===== src/rtl/i2s_tx_if.sv =====
// Sample-side handshake plus serial audio outputs of the I2S transmitter.
// master = sample source / bus observer, slave = transmitter.
interface i2s_tx_if #(
  parameter int SAMPLE_W = 16
);
  logic [SAMPLE_W-1:0] sample_l;
  logic [SAMPLE_W-1:0] sample_r;
  logic                sample_valid;
  logic                sample_ready;
  logic                bck;
  logic                ws;
  logic                din;
  logic                underrun;

  // valid/ready: a pair transfers on any clk edge where sample_valid && sample_ready;
  // the source holds sample_l/sample_r stable while sample_valid is high and not yet accepted.
  modport master (
    output sample_l, sample_r, sample_valid,
    input  sample_ready, bck, ws, din, underrun
  );

  modport slave (
    input  sample_l, sample_r, sample_valid,
    output sample_ready, bck, ws, din, underrun
  );
endinterface


===== src/rtl/i2s_tx.sv =====
// Stereo I2S / left-justified transmitter: fractional-accumulator BCK,
// one-pair holding register, MSB-first shifter with zero padding to SLOT_W.
module i2s_tx #(
  parameter int CLK_HZ    = 32000000,
  parameter int SAMPLE_HZ = 48000,
  parameter int SAMPLE_W  = 16,
  parameter int SLOT_W    = 16,
  parameter int FORMAT    = 0
) (
  input  logic    clk,
  input  logic    reset_n,
  input  logic    en,
  i2s_tx_if.slave bus,
  output logic    dbg_running
);

  localparam int INC   = 4 * SAMPLE_HZ * SLOT_W;
  localparam int ACC_W = $clog2(CLK_HZ) + 1;
  localparam int CNT_W = $clog2(2 * SLOT_W);

  localparam logic [ACC_W-1:0] INC_C  = ACC_W'(INC);
  localparam logic [ACC_W-1:0] CLK_C  = ACC_W'(CLK_HZ);
  localparam logic [CNT_W-1:0] SLOT_C = CNT_W'(SLOT_W);
  localparam logic [CNT_W-1:0] LAST_C = CNT_W'(2 * SLOT_W - 1);
  localparam logic [CNT_W-1:0] WS_LO  = CNT_W'(SLOT_W - 1);
  localparam logic [CNT_W-1:0] WS_HI  = CNT_W'(2 * SLOT_W - 2);

  if (2 * INC > CLK_HZ) begin : g_rate_err
    $error("i2s_tx: BCK toggle rate exceeds half of CLK_HZ");
  end
  if (SLOT_W < SAMPLE_W) begin : g_slot_err
    $error("i2s_tx: SLOT_W must be >= SAMPLE_W");
  end

  typedef enum logic {
    ST_IDLE = 1'b0,
    ST_RUN  = 1'b1
  } state_t;

  state_t state, state_nxt;

  logic [ACC_W-1:0]    acc, acc_sum;
  logic                ovf, fall, load;
  logic [CNT_W-1:0]    bit_cnt, cnt_nxt, k;
  logic [SAMPLE_W-1:0] sh_l, sh_r, sh_l_nxt, sh_r_nxt;
  logic [SAMPLE_W-1:0] last_l, last_r, hold_l, hold_r, sel;
  logic [SLOT_W-1:0]   padded, shifted;
  logic                slot_r, ws_nxt, din_nxt;
  logic                bck_q, ws_q, din_q, ready_q, underrun_q;

  assign bus.bck          = bck_q;
  assign bus.ws           = ws_q;
  assign bus.din          = din_q;
  assign bus.sample_ready = ready_q;
  assign bus.underrun     = underrun_q;
  assign dbg_running      = (state == ST_RUN);

  always_comb begin
    state_nxt = state;
    load      = 1'b0;
    fall      = 1'b0;
    acc_sum   = acc + INC_C;
    ovf       = (acc_sum >= CLK_C);
    case (state)
      ST_IDLE: begin
        if (en) begin
          state_nxt = ST_RUN;
          load      = 1'b1;
        end
      end
      ST_RUN: begin
        if (!en) begin
          state_nxt = ST_IDLE;
        end else begin
          fall = ovf & bck_q;
          load = fall & (bit_cnt == LAST_C);
        end
      end
      default: state_nxt = ST_IDLE;
    endcase

    cnt_nxt = load ? '0 : (fall ? bit_cnt + 1'b1 : bit_cnt);

    // An empty holding register means the previous pair is replayed.
    sh_l_nxt = sh_l;
    sh_r_nxt = sh_r;
    if (load) begin
      sh_l_nxt = ready_q ? last_l : hold_l;
      sh_r_nxt = ready_q ? last_r : hold_r;
    end

    if (FORMAT == 1) ws_nxt = (cnt_nxt >= SLOT_C);
    else             ws_nxt = (cnt_nxt >= WS_LO) && (cnt_nxt <= WS_HI);

    slot_r  = (cnt_nxt >= SLOT_C);
    k       = slot_r ? cnt_nxt - SLOT_C : cnt_nxt;
    sel     = slot_r ? sh_r_nxt : sh_l_nxt;
    padded  = SLOT_W'(sel) << (SLOT_W - SAMPLE_W);
    shifted = padded << k;
    din_nxt = shifted[SLOT_W-1];
  end

  always_ff @(posedge clk or negedge reset_n) begin
    if (!reset_n) begin
      state      <= ST_IDLE;
      acc        <= '0;
      bit_cnt    <= '0;
      sh_l       <= '0;
      sh_r       <= '0;
      last_l     <= '0;
      last_r     <= '0;
      hold_l     <= '0;
      hold_r     <= '0;
      bck_q      <= 1'b0;
      ws_q       <= 1'b0;
      din_q      <= 1'b0;
      ready_q    <= 1'b1;
      underrun_q <= 1'b0;
    end else begin
      state      <= state_nxt;
      underrun_q <= load & ready_q;

      // Load sees the pre-cycle holding state; a same-cycle accept lands for the next frame.
      if (bus.sample_valid && ready_q) begin
        hold_l  <= bus.sample_l;
        hold_r  <= bus.sample_r;
        ready_q <= 1'b0;
      end else if (load && !ready_q) begin
        ready_q <= 1'b1;
      end
      if (load && !ready_q) begin
        last_l <= hold_l;
        last_r <= hold_r;
      end

      if (!en) begin
        acc     <= '0;
        bit_cnt <= '0;
        bck_q   <= 1'b0;
        ws_q    <= 1'b0;
        din_q   <= 1'b0;
      end else begin
        acc <= ovf ? acc_sum - CLK_C : acc_sum;
        if (ovf) bck_q <= ~bck_q;
        if (load || fall) begin
          bit_cnt <= cnt_nxt;
          ws_q    <= ws_nxt;
          din_q   <= din_nxt;
        end
        if (load) begin
          sh_l <= sh_l_nxt;
          sh_r <= sh_r_nxt;
        end
      end
    end
  end

endmodule

===== src/flat_wrapper.sv =====
// flat-port wrapper written by rule: the top's interface ports become plain ports
module i2s_tx_flat 
#(
  parameter int CLK_HZ    = 32000000,
  parameter int SAMPLE_HZ = 48000,
  parameter int SAMPLE_W  = 16,
  parameter int SLOT_W    = 16,
  parameter int FORMAT    = 0
)
  (clk, reset_n, en, dbg_running, bus_sample_l, bus_sample_r, bus_sample_valid, bus_sample_ready, bus_bck, bus_ws, bus_din, bus_underrun);
  i2s_tx_if #(.SAMPLE_W(SAMPLE_W)) bus_i ();
  input  logic clk;
  input  logic reset_n;
  input  logic en;
  output logic dbg_running;
  input wire logic [$bits(bus_i.sample_l)-1:0] bus_sample_l;
  input wire logic [$bits(bus_i.sample_r)-1:0] bus_sample_r;
  input wire logic [$bits(bus_i.sample_valid)-1:0] bus_sample_valid;
  output wire logic [$bits(bus_i.sample_ready)-1:0] bus_sample_ready;
  output wire logic [$bits(bus_i.bck)-1:0] bus_bck;
  output wire logic [$bits(bus_i.ws)-1:0] bus_ws;
  output wire logic [$bits(bus_i.din)-1:0] bus_din;
  output wire logic [$bits(bus_i.underrun)-1:0] bus_underrun;
  assign bus_i.sample_l = bus_sample_l;
  assign bus_i.sample_r = bus_sample_r;
  assign bus_i.sample_valid = bus_sample_valid;
  assign bus_sample_ready = bus_i.sample_ready;
  assign bus_bck = bus_i.bck;
  assign bus_ws = bus_i.ws;
  assign bus_din = bus_i.din;
  assign bus_underrun = bus_i.underrun;
  i2s_tx #(.CLK_HZ(CLK_HZ), .SAMPLE_HZ(SAMPLE_HZ), .SAMPLE_W(SAMPLE_W), .SLOT_W(SLOT_W), .FORMAT(FORMAT)) u_core (.clk(clk), .reset_n(reset_n), .en(en), .bus(bus_i), .dbg_running(dbg_running));
endmodule

===== config.mk =====
export PLATFORM = sky130hd
export DESIGN_NAME = i2s_tx_flat
export DESIGN_NICKNAME = d
export VERILOG_FILES = /design/src/rtl/i2s_tx_if.sv /design/src/rtl/i2s_tx.sv /design/src/flat_wrapper.sv
export SDC_FILE = /design/constraint.sdc
export NUM_CORES = 1
export LEC_CHECK = 0
export ABC_AREA = 1
export ABC_CLOCK_PERIOD_IN_PS = 8200
export CAP_MARGIN = 20
export CORE_MARGIN = 8
export CORE_UTILIZATION = 45
export CTS_BUF_LIST = sky130_fd_sc_hd__clkbuf_2
export CTS_CLUSTER_DIAMETER = 100
export DETAILED_ROUTE_END_ITERATION = 8
export SYNTH_ARGS = -nofsm -noshare
export SYNTH_HDL_FRONTEND = slang
export SYNTH_SLANG_ARGS = --single-unit

===== constraint.sdc =====
create_clock -name clk -period 8.2 [get_ports clk]
set_clock_uncertainty 0.1 [all_clocks]
set_input_delay 1.64 -clock clk [delete_from_list [all_inputs] [get_ports clk]]
set_output_delay 1.64 -clock clk [all_outputs]
set_load 0.02 [all_outputs]

==> metrics.md, run 1 <==
| Metric | Value |
|---|---|
| Post-Synth Adder-Cell Area | `0.0101` |
| H-tree levels | `4` |
| Worst EP arrival | `5.20 ns` |
| Max frequency | `0.211 GHz` |
| 1st-iter DRT viols | `316` |
| IO Pins | `42` |
| FFs w/ async S/R, synth | `1.00` |
| Die Ht | `133 um` |
| Post-CTS setup buffer count | `0` |
| Post-Syn Area per Cell | `8.50 um^2` |
| Element type at the critical path end | `flop` |
| Least-Margin Pin Slew | `0.875 ns` |
| Peak VDD IR | `107 uV` |
| Chip width | `133 um` |
| Main combinational cell family by area after synthesis | `simple AND/OR/NAND/NOR gates` |
| Initial antenna violation count | `0` |
| Startpoint type of the worst setup path | `flop` |
| Rows | `43` |
| Post-Synth Simple-Gate Area | `0.245` |
| Filler instances | `1353` |
| Placed cells | `924` |
| Register area share after synthesis | `0.494` |
| Layout Cells excl Fill | `954` |
| Mapped Cells | `727` |
| Detailed Routing Iterations Pass 1 | `5` |
| Gpl congestion | `0.846` |
| Final layout net count | `804` |
| Hold Crit Class | `reg2reg` |
| #FFs+latches synth | `122` |
| Syn Std Cell Area | `6180 um^2` |
| Share of cells above drive strength 1 | `0.130` |
| Core area | `13700 um^2` |
| CTS Buf Count | `17` |
| Starting Density | `0.452` |
| WP data required | `8.67 ns` |
| Pwr per Cell Area | `231 nW/um^2` |
| Area grow syn2layout | `11.2%` |
| Vias in the first global route | `4994` |
| Synth Area in XOR/XNOR | `0.00547` |
| Cts hold-fix bufs | `0` |
| Latest clock arrival within the worst-skew pair | `0.69 ns` |
| Post-route ant nets | `0` |
| WL final | `13000 um` |
| Post-synth top flop | `dfrtp_1` |
| Unrepaired setup endpoints after global routing | `false` |
| Leakage | `3.32 nW` |
| Port Buffers | `41` |
| Final core occ | `0.503` |
| Setup violations, final | `0` |
| DIE AREA | `17700 um^2` |
| Fin crit share | `0.578` |
| Grt total ovfl | `0` |
| Mux contribution to synthesized area | `0.0690` |
| Root buffer cell | `clkbuf_2` |
| Routed vias/inst | `5.01` |
| Post-CTS sizing | `0` |
| Worst-path clk slew | `0.16 ns` |
| Max Root-Sink Buffers | `2` |
| Hpwl dp | `9180 um` |
| Yosys warns | `0` |
| WS Path Type | `reg2reg` |
| Syn nets | `768` |
| All-Layer GR Usage | `0.159` |
| Outcome | `complete, no violations` |
| Vias | `4784` |
| Wire per inst | `13.6 um` |
| TritonCTS clock tree | `yes` |
| First-pass GRT wire length | `23200 um` |
| Largest net degree at the start of global routing | `66` |
| Yosys cell types | `44` |
| Post-synth EDFFs | `0` |
| Clock tree sinks | `122` |
| Worst slew margin | `0.416` |
| Worst-path fanout max | `59` |
| Tmin final | `4.74 ns` |
| Compound-Gate Fraction of Synth Area | `0.0925` |
| TNS Setup | `0 ns` |
| Antenna cell count | `0` |
| Final Slew Violations | `0` |
| Post-route DRC violation count | `0` |
| Max Cap Violations | `0` |
| Final Hold Vio Count | `0` |
## cells by family (layout without fill, tap and decap cells)
family	count (synthesis)	count (layout)
mux	39	39
buf+inv	122	169
simple gates	339	339
fa+ha+maj	5	5
flops	122	122
xor+xnor	3	3
compound gates	97	97
## cell usage after synthesis, types with 8 or more instances
master	instances	area (um^2)
mux2i_1	10	100
clkbuf_1	17	63.8
o21ai_0	29	145
o21ai_1	19	95.1
nand2_2	8	50.1
nand2_1	207	777
mux2_2	29	327
inv_2	12	45.0
nand3_1	45	225
a21oi_1	23	115
nor3_1	9	45.0
o211ai_1	12	90.1
nor2_1	44	165
inv_1	82	308
dfrtp_1	121	3030
## layout make-up
type,count,area [um^2],share of cell area
Sequential cell,122,3050,0.444
Multi-Input combinational cell,483,2610,0.379
Timing Repair Buffer,44,430,0.0626
Inverter,95,357,0.0519
Tap cell,180,225,0.0328
Clock inverter,11,106,0.0155
Clock buffer,19,95.1,0.0138
## per-layer routing
layer / GRT usage / routed length (um)
met5: 0 / 0
met4: 0.0574 / 50
met3: 0.0377 / 481
met2: 0.257 / 6310
met1: 0.202 / 6180
## worst paths after layout
kind / depth (start not counted) / slack [ns] / from / end
worst max-delay path: 21 / 3.46 / u_core.acc[13]$_DFF_PN0_ / u_core.sh_r[14]$_DFFE_PN0P_
worst min-delay path: 1 / 0.39 / u_core.acc[11]$_DFFE_PN0P_ / u_core.acc[11]$_DFFE_PN0P_
worst max register to register: 21 / 3.46 / u_core.acc[13]$_DFF_PN0_ / u_core.sh_r[14]$_DFFE_PN0P_
worst min register to register: 1 / 0.39 / u_core.acc[11]$_DFFE_PN0P_ / u_core.acc[11]$_DFFE_PN0P_
max in group asynchronous: 2 / 5.78 / reset_n / u_core.last_l[1]$_DFFE_PN0P_
min in group asynchronous: 1 / 0.88 / reset_n / u_core.sh_l[10]$_DFFE_PN0P_
## state kept, by name, indices dropped and copies added, names as in the netlist
name                     count
u_core.acc                  15
u_core.bit_cnt               5
u_core.bus.bck               1
u_core.bus.din               1
u_core.bus.sample_ready      1
u_core.bus.underrun          1
u_core.bus.ws                1
u_core.dbg_running           1
u_core.hold_l               16
u_core.hold_r               16
u_core.last_l               16
u_core.last_r               16
u_core.sh_l                 16
u_core.sh_r                 16
## critical path: stages, from the launching register on
cell     delay (ns)
dfrtp_1        0.46
inv_1          0.16
ha_1           0.26
inv_2          0.06
o21ai_4        0.17
nand2_2        0.12
nand2_1        0.08
nand2_1        0.05
nand2_1        0.13
nand3_2        0.12
nor2_2         0.16
nand2_4        0.09
nand2_8        0.13
nand4_4        0.13
nand2_4        0.49
inv_2          0.26
nor2_2         0.57
inv_1          0.58
nor2_1         0.28
a21oi_1        0.06
o21ai_0        0.07
inv_1          0.06
## cells in the final DEF (no fill, tap or decap), drive strengths merged
| master | instances |
|---|---|
| a221oi | 1 |
| inv | 94 |
| nand2 | 219 |
| dfstp | 1 |
| nor4 | 2 |
| xor2 | 2 |
| clkinvlp | 2 |
| clkinv | 8 |
| o211ai | 14 |
| nand4 | 4 |
| bufinv | 2 |
| or2 | 5 |
| o21a | 2 |
| nand3 | 47 |
| a31oi | 2 |
| nor2 | 50 |
| clkdlybuf4s50 | 40 |
| clkbuf | 19 |
| mux2 | 29 |
| nand3b | 3 |
| buf | 4 |
| nor3 | 9 |
| o21ai | 49 |
| ha | 5 |
| a32oi | 1 |
| a211oi | 3 |
| xnor2 | 1 |
| mux2i | 10 |
| dfrtp | 121 |
| a21oi | 25 |
## per-stage QoR
step	power [W]	worst slack, ns	hold WS, ns	instance area, um^2
after floorplan	0.00113	5.22	0.333	6180
after global placement	0.00124	2.86	0.355	6670
after detailed placement	0.00126	2.73	0.359	6670
after CTS	0.00161	3.42	0.390	6880
after global routing	0.00171	2.94	0.414	6880
final	0.00159	3.46	0.390	6880
## power breakdown
part	leakage (nW)	internal, W	switching [W]
registers	1.47	0.000742	0.0000877
clock network	0.128	0.000133	0.000214
logic	1.73	0.000166	0.000246
total	3.32	0.00104	0.000547
(Power assumes the default switching activity.)
==> inputs of run 2 (changes only) <==
--- a/config.mk
+++ b/config.mk
@@ -6,13 +6,14 @@
 export NUM_CORES = 1
 export LEC_CHECK = 0
 export ABC_AREA = 1
-export ABC_CLOCK_PERIOD_IN_PS = 8200
+export ABC_CLOCK_PERIOD_IN_PS = 3850
 export CAP_MARGIN = 20
 export CORE_MARGIN = 8
 export CORE_UTILIZATION = 45
 export CTS_BUF_LIST = sky130_fd_sc_hd__clkbuf_2
 export CTS_CLUSTER_DIAMETER = 100
 export DETAILED_ROUTE_END_ITERATION = 8
+export PLACE_DENSITY = 0.66
 export SYNTH_ARGS = -nofsm -noshare
 export SYNTH_HDL_FRONTEND = slang
 export SYNTH_SLANG_ARGS = --single-unit
==> constraint.sdc (replaced) <==
create_clock -name clk -period 3.85 [get_ports clk]
set_clock_uncertainty 0.1 [all_clocks]
set_input_delay 0.77 -clock clk [delete_from_list [all_inputs] [get_ports clk]]
set_output_delay 0.77 -clock clk [all_outputs]
set_load 0.02 [all_outputs]
==> metrics.md, run 2 (same netlist as run 1, synthesis figures left out) <==
| Metric | Value |
|---|---|
| Outcome | `complete, no violations` |
| Fin crit share | `0.914 (+0.336)` |
| IO Pins | `42 (unchanged)` |
| Peak VDD IR | `324 uV (+200%)` |
| Final core occ | `0.509 (+0.00623)` |
| Pwr per Cell Area | `481 nW/um^2 (+110%)` |
| WS Path Type | `reg2reg` |
| TNS Setup | `0 ns (unchanged)` |
| First-pass GRT wire length | `22700 um (-2.1%)` |
| Detailed Routing Iterations Pass 1 | `7 (+2)` |
| Worst EP arrival | `4.01 ns (-1.19 ns)` |
| Least-Margin Pin Slew | `0.889 ns (+0.0137 ns)` |
| Largest net degree at the start of global routing | `54 (-18%)` |
| H-tree levels | `4 (unchanged)` |
| Core area | `13700 um^2 (unchanged)` |
| Share of cells above drive strength 1 | `0.144 (+0.0131)` |
| Hold Crit Class | `reg2reg` |
| Startpoint type of the worst setup path | `flop` |
| Slowest stage delay, CP | `0.45 ns (-0.13 ns)` |
| Most common cell after layout, fill and taps aside | `nand2_1` |
| Worst slew margin | `0.407 (-0.00915)` |
| Filler instances | `1280 (-5.4%)` |
| Element type at the critical path end | `flop` |
| Max Cap Violations | `0 (unchanged)` |
| Initial antenna violation count | `0 (unchanged)` |
| Place WS | `0.343 ns (-2.39 ns)` |
| Setup violations, final | `0 (unchanged)` |
| Top Family by Delay on Critical Path | `simple AND/OR/NAND/NOR gates` |
| Chip width | `133 um (unchanged)` |
| Worst-path clk slew | `0.16 ns (about the same)` |
| Layout Cells excl Fill | `967 (+1.4%)` |
| Wire per inst | `13.5 um (-0.90%)` |
| CTS Buf Count | `17 (unchanged)` |
| Latest clock arrival within the worst-skew pair | `0.68 ns (about the same)` |
| Final layout net count | `815 (+1.4%)` |
| Top cell by count, worst path | `nand2_1` |
| Area grow syn2layout | `12.6%` |
| TritonCTS clock tree | `yes` |
| All-Layer GR Usage | `0.155 (-0.00310)` |
| Routed vias/inst | `5.07 (+1.2%)` |
| Post-DP Area | `6750 um^2 (+1.1%)` |
| Max frequency | `0.284 GHz (+35%)` |
| Leakage | `3.39 nW (+2.0%)` |
| Final setup margin | `0.331 ns (-3.13 ns)` |
| Die Ht | `133 um (unchanged)` |
| DIE AREA | `17700 um^2 (unchanged)` |
| 1st-iter DRT viols | `236 (-25%)` |
| Hpwl dp | `9500 um (+3.5%)` |
| Post-route ant nets | `0 (unchanged)` |
| WP data required | `4.34 ns (-4.33 ns)` |
| WL final | `13100 um (+0.45%)` |
| Antenna cell count | `0 (unchanged)` |
| Unrepaired setup endpoints after global routing | `false` |
| Vias in the first global route | `4990 (-0.080%)` |
| Starting Density | `0.452 (unchanged)` |
| Worst-path fanout max | `18 (-69%)` |
| Post-route DRC violation count | `0 (unchanged)` |
| Reg2reg setup slack | `0.33 ns (-3.13 ns)` |
| Grt total ovfl | `0 (unchanged)` |
| Port Buffers | `41 (unchanged)` |
| Gpl congestion | `0.914 (+8.0%)` |
| CP Cell Sequence | `inv_1, ha_1, inv_2, o21ai_4, xor2_1, nand3_1, nand3_1, nand2_2, nand2_4, nand2_8, nand4_4, nand2_4, buf_4, nor2_4, nand2_4, nor2_1, o21ai_1, a21oi_1, nor2_1, nand2_1, nand2_1, nand2_1, nand2_1` |
| Crit path buf inv count | `3 (-2)` |
| Tmin final | `3.52 ns (-1.22 ns)` |
| Clock tree sinks | `122 (unchanged)` |
| Rows | `43 (unchanged)` |
| Final Slew Violations | `0 (unchanged)` |
| Commonest cells after routing, fill and taps aside | `nand2_1, dfrtp_1, inv_1` |
| Root buffer cell | `clkbuf_2` |
| Final Cell Area | `6960 um^2 (+1.2%)` |
| Max Root-Sink Buffers | `2 (unchanged)` |
| Vias | `4905 (+2.5%)` |
| Placed cells | `932 (+0.87%)` |
| Final Hold Vio Count | `0 (unchanged)` |
| Slowest CP cell | `dfrtp_1` |
[run 2: routing by layer]
| metal | track usage | up-vias | share of wire | wire (um) |
|---|---|---|---|---|
| li1 | - | 2426 | - | - |
| met1 | 0.186 | 2337 | 0.45 | 5930 |
| met2 | 0.255 | 109 | 0.48 | 6260 |
| met3 | 0.0425 | 33 | 0.042 | 549 |
| met4 | 0.0749 | 0 | 0.026 | 340 |
| met5 | 0 | - | 0 | 0 |
[run 2: metrics by stage]
step / power, W / hold slack (ns)
floorplan: 0.00241 / 0.333
global route: 0.00359 / 0.395
global placement: 0.00265 / 0.348
finish: 0.00335 / 0.368
detailed placement: 0.00269 / 0.353
CTS: 0.00338 / 0.364
[run 2: report_power, final]
part | leakage (nW) | internal [W] | switching (W) | total [W]
Sequential | 1.47 | 0.00158 | 0.000182 | 0.00176
Combinational | 1.79 | 0.000363 | 0.000542 | 0.000906
Clock | 0.135 | 0.000253 | 0.000426 | 0.000678
[run 2: final cells by class]
class / instances / area (um^2) / share of cell area
multi-input cells: 483 / 2610 / 0.375
flip-flops and latches: 122 / 3050 / 0.439
clock buffers: 27 / 135 / 0.0194
well taps: 180 / 225 / 0.0324
repair buffers: 55 / 536 / 0.0769
inverters: 95 / 357 / 0.0512
clock inverters: 5 / 46.3 / 0.00665
[run 2: path summary, 6_finish.rpt]
kind / startpoint / to / cells after the start
worst max register to register: u_core.acc[13]$_DFF_PN0_ / u_core.bus.din$_DFFE_PN0P_ / 23
worst min-delay path: u_core.acc[11]$_DFFE_PN0P_ / u_core.acc[11]$_DFFE_PN0P_ / 1
min in group asynchronous: reset_n / u_core.last_l[7]$_DFFE_PN0P_ / 2
max in group asynchronous: reset_n / u_core.hold_r[1]$_DFFE_PN0P_ / 3
worst min register to register: u_core.acc[11]$_DFFE_PN0P_ / u_core.acc[11]$_DFFE_PN0P_ / 1
worst max-delay path: u_core.acc[13]$_DFF_PN0_ / u_core.bus.din$_DFFE_PN0P_ / 23
[run 2: repair_timing]
action	4_1_cts	5_1_grt
hold buffers	1	0
setup buffers	0	2
gates resized for setup	0	2
endpoints found under the setup margin	0	1
hold endpoints to repair	26	0
==> inputs of run 3 (changes only) <==
--- a/config.mk
+++ b/config.mk
@@ -9,11 +9,11 @@
 export ABC_CLOCK_PERIOD_IN_PS = 3850
 export CAP_MARGIN = 20
 export CORE_MARGIN = 8
-export CORE_UTILIZATION = 45
+export CORE_UTILIZATION = 31
 export CTS_BUF_LIST = sky130_fd_sc_hd__clkbuf_2
 export CTS_CLUSTER_DIAMETER = 100
 export DETAILED_ROUTE_END_ITERATION = 8
-export PLACE_DENSITY = 0.66
+export PLACE_DENSITY = 0.48
 export SYNTH_ARGS = -nofsm -noshare
 export SYNTH_HDL_FRONTEND = slang
 export SYNTH_SLANG_ARGS = --single-unit
==> metrics.md, run 3 (same netlist as run 1, synthesis figures left out) <==
| Metric | Value |
|---|---|
| Post-route DRC violation count | `0 (unchanged)` |
| Share of cells above drive strength 1 | `0.153 (+0.00958)` |
| Max Root-Sink Buffers | `2 (unchanged)` |
| H-tree levels | `4 (unchanged)` |
| Die Ht | `157 um (+18%)` |
| Root buffer cell | `clkbuf_2` |
| Hold Crit Class | `reg2reg` |
| Worst slew margin | `0.564 (+0.158)` |
| Outcome | `complete, no violations` |
| Leakage | `3.42 nW (+0.85%)` |
| WL final | `14500 um (+11%)` |
| Port Buffers | `41 (unchanged)` |
| Fin crit share | `0.920 (+0.00584)` |
| First-pass GRT wire length | `24200 um (+6.5%)` |
| Met1 usage | `0.151 (-0.0352)` |
| Setup violations, final | `0 (unchanged)` |
| Gpl congestion | `0.870 (-4.8%)` |
| WP data required | `4.38 ns (+0.04 ns)` |
| Vias | `4893 (-0.24%)` |
| Max Cap Violations | `0 (unchanged)` |
| Peak VDD IR | `271 uV (-16%)` |
| Element type at the critical path end | `flop` |
| Place WS | `0.239 ns (-0.104 ns)` |
| Hpwl dp | `10300 um (+8.5%)` |
| Routed vias/inst | `4.62 (-8.8%)` |
| Initial antenna violation count | `1 (+1)` |
| Latest clock arrival within the worst-skew pair | `0.66 ns (-0.02 ns)` |
| DIE AREA | `24700 um^2 (+39%)` |
| Worst-path clk slew | `0.20 ns (+0.04 ns)` |
| Chip width | `157 um (+18%)` |
| Worst-path fanout max | `16 (-2)` |
| Most common cell after layout, fill and taps aside | `nand2_1` |
| Commonest cells after routing, fill and taps aside | `nand2_1, dfrtp_1, inv_1` |
| Busiest layer in global routing | `met2` |
| Detailed Routing Iterations Pass 1 | `8 (+1)` |
| All-Layer GR Usage | `0.123 (-0.0321)` |
| Core area | `19500 um^2 (+43%)` |
| Placed cells | `1017 (+9.1%)` |
| Final Slew Violations | `0 (unchanged)` |
| Final core occ | `0.369 (-0.141)` |
| Final Hold Vio Count | `0 (unchanged)` |
| Clock tree sinks | `122 (unchanged)` |
| Startpoint type of the worst setup path | `flop` |
| Area grow syn2layout | `16.5%` |
| IO Pins | `42 (unchanged)` |
| Worst EP arrival | `4.07 ns (+0.06 ns)` |
| Final setup margin | `0.309 ns (-0.0225 ns)` |
| Grt met2 use | `0.210 (-0.0450)` |
| Rows | `51 (+19%)` |
| Vias in the first global route | `4907 (-1.7%)` |
| Min Hold Slack | `0.388 ns (+0.0205 ns)` |
| Largest net degree at the start of global routing | `48 (-11%)` |
| 1st-iter DRT viols | `195 (-17%)` |
| Wire per inst | `13.7 um (+1.3%)` |
| Met3 Resource Use GR | `0.0356 (-0.00690)` |
| Grt total ovfl | `0 (unchanged)` |
| Pwr per Cell Area | `494 nW/um^2 (+2.8%)` |
| Post-route ant nets | `0 (unchanged)` |
| Final Cell Area | `7200 um^2 (+3.4%)` |
| TritonCTS clock tree | `yes` |
| Starting Density | `0.317 (-0.136)` |
| Max frequency | `0.282 GHz (-0.63%)` |
| Final layout net count | `818 (+0.37%)` |
| WS Path Type | `reg2reg` |
| CTS Buf Count | `17 (unchanged)` |
| Layout Cells excl Fill | `1058 (+9.4%)` |
| Least-Margin Pin Slew | `0.654 ns (-0.235 ns)` |
| Tmin final | `3.54 ns (+0.0225 ns)` |
| Post-DP Area | `6850 um^2 (+1.6%)` |
==> run 3: area by class of cell <==
cell class	count	area (um^2)
Inverter	95	357
Clock buffer	18	90.1
Clock inverter	14	170
Fill cell	2085	12300
Tap cell	265	332
Antenna cell	3	7.51
Timing Repair Buffer	58	571
Sequential cell	122	3050
Multi-Input combinational cell	483	2620
==> run 3: repair_timing <==
item	CTS	global route
gates resized for setup	0	4
setup buffers	0	5
hold buffers	1	0
endpoints found under the setup margin	0	3
hold endpoints to repair	44	0
==> run 3: worst max-delay path, cell delays in order, from the launching register on <==
cell and delay (ns):
dfrtp_1 0.47, inv_1 0.16, ha_2 0.24, inv_2 0.05
o21ai_4 0.18, nand2_2 0.12, nand2_1 0.07, nand2_1 0.05
nand2_1 0.13, nand3_2 0.12, nor2_2 0.16, nand2_4 0.09
nand2_8 0.13, nand4_4 0.13, nand2_4 0.12, buf_6 0.18
nor2_1 0.09, nand2_2 0.15, inv_1 0.12, nand2_1 0.08
clkinv_1 0.09, nand3_1 0.10, nand2_1 0.05, nor2_1 0.09
nand2_1 0.06, nand3_1 0.07, nand2_1 0.06, nand2_1 0.05
==> run 3: report_power, final <==
group          leakage, nW  switching, W  total [W]  internal, W
combinational         1.80      0.000540   0.000906     0.000366
clock                0.147      0.000514   0.000881     0.000367
sequential            1.47      0.000191    0.00177      0.00158
total                 3.42       0.00125    0.00356      0.00231
==> run 3: path summary, 6_finish.rpt <==
path	end	start	slack (ns)	cells after the start
max	u_core.bus.din$_DFFE_PN0P_	u_core.acc[13]$_DFF_PN0_	0.31	27
max reg2reg	u_core.bus.din$_DFFE_PN0P_	u_core.acc[13]$_DFF_PN0_	0.31	27
max in group asynchronous	u_core.last_l[0]$_DFFE_PN0P_	reset_n	2.35	3
min in group asynchronous	u_core.dbg_running$_DFF_PN0_	reset_n	0.55	2
min reg2reg	u_core.acc[11]$_DFFE_PN0P_	u_core.acc[11]$_DFFE_PN0P_	0.39	1
min	u_core.acc[11]$_DFFE_PN0P_	u_core.acc[11]$_DFFE_PN0P_	0.39	1
==> run 3: through the flow <==
step	power, W	TNS, ns
after floorplan	0.00241	0
after global placement	0.00268	0
after detailed placement	0.00270	0
after CTS	0.00361	0
after global routing	0.00384	-0.000289
final	0.00356	0
==> run 3: per-layer routing <==
| metal | up-vias | part of all wire | wire (um) |
|---|---|---|---|
| met2 | 86 | 0.50 | 7210 |
| met4 | 0 | 0.010 | 146 |
| li1 | 2432 | - | - |
| met3 | 8 | 0.040 | 587 |
| met5 | - | 0 | 0 |
| met1 | 2367 | 0.45 | 6550 |
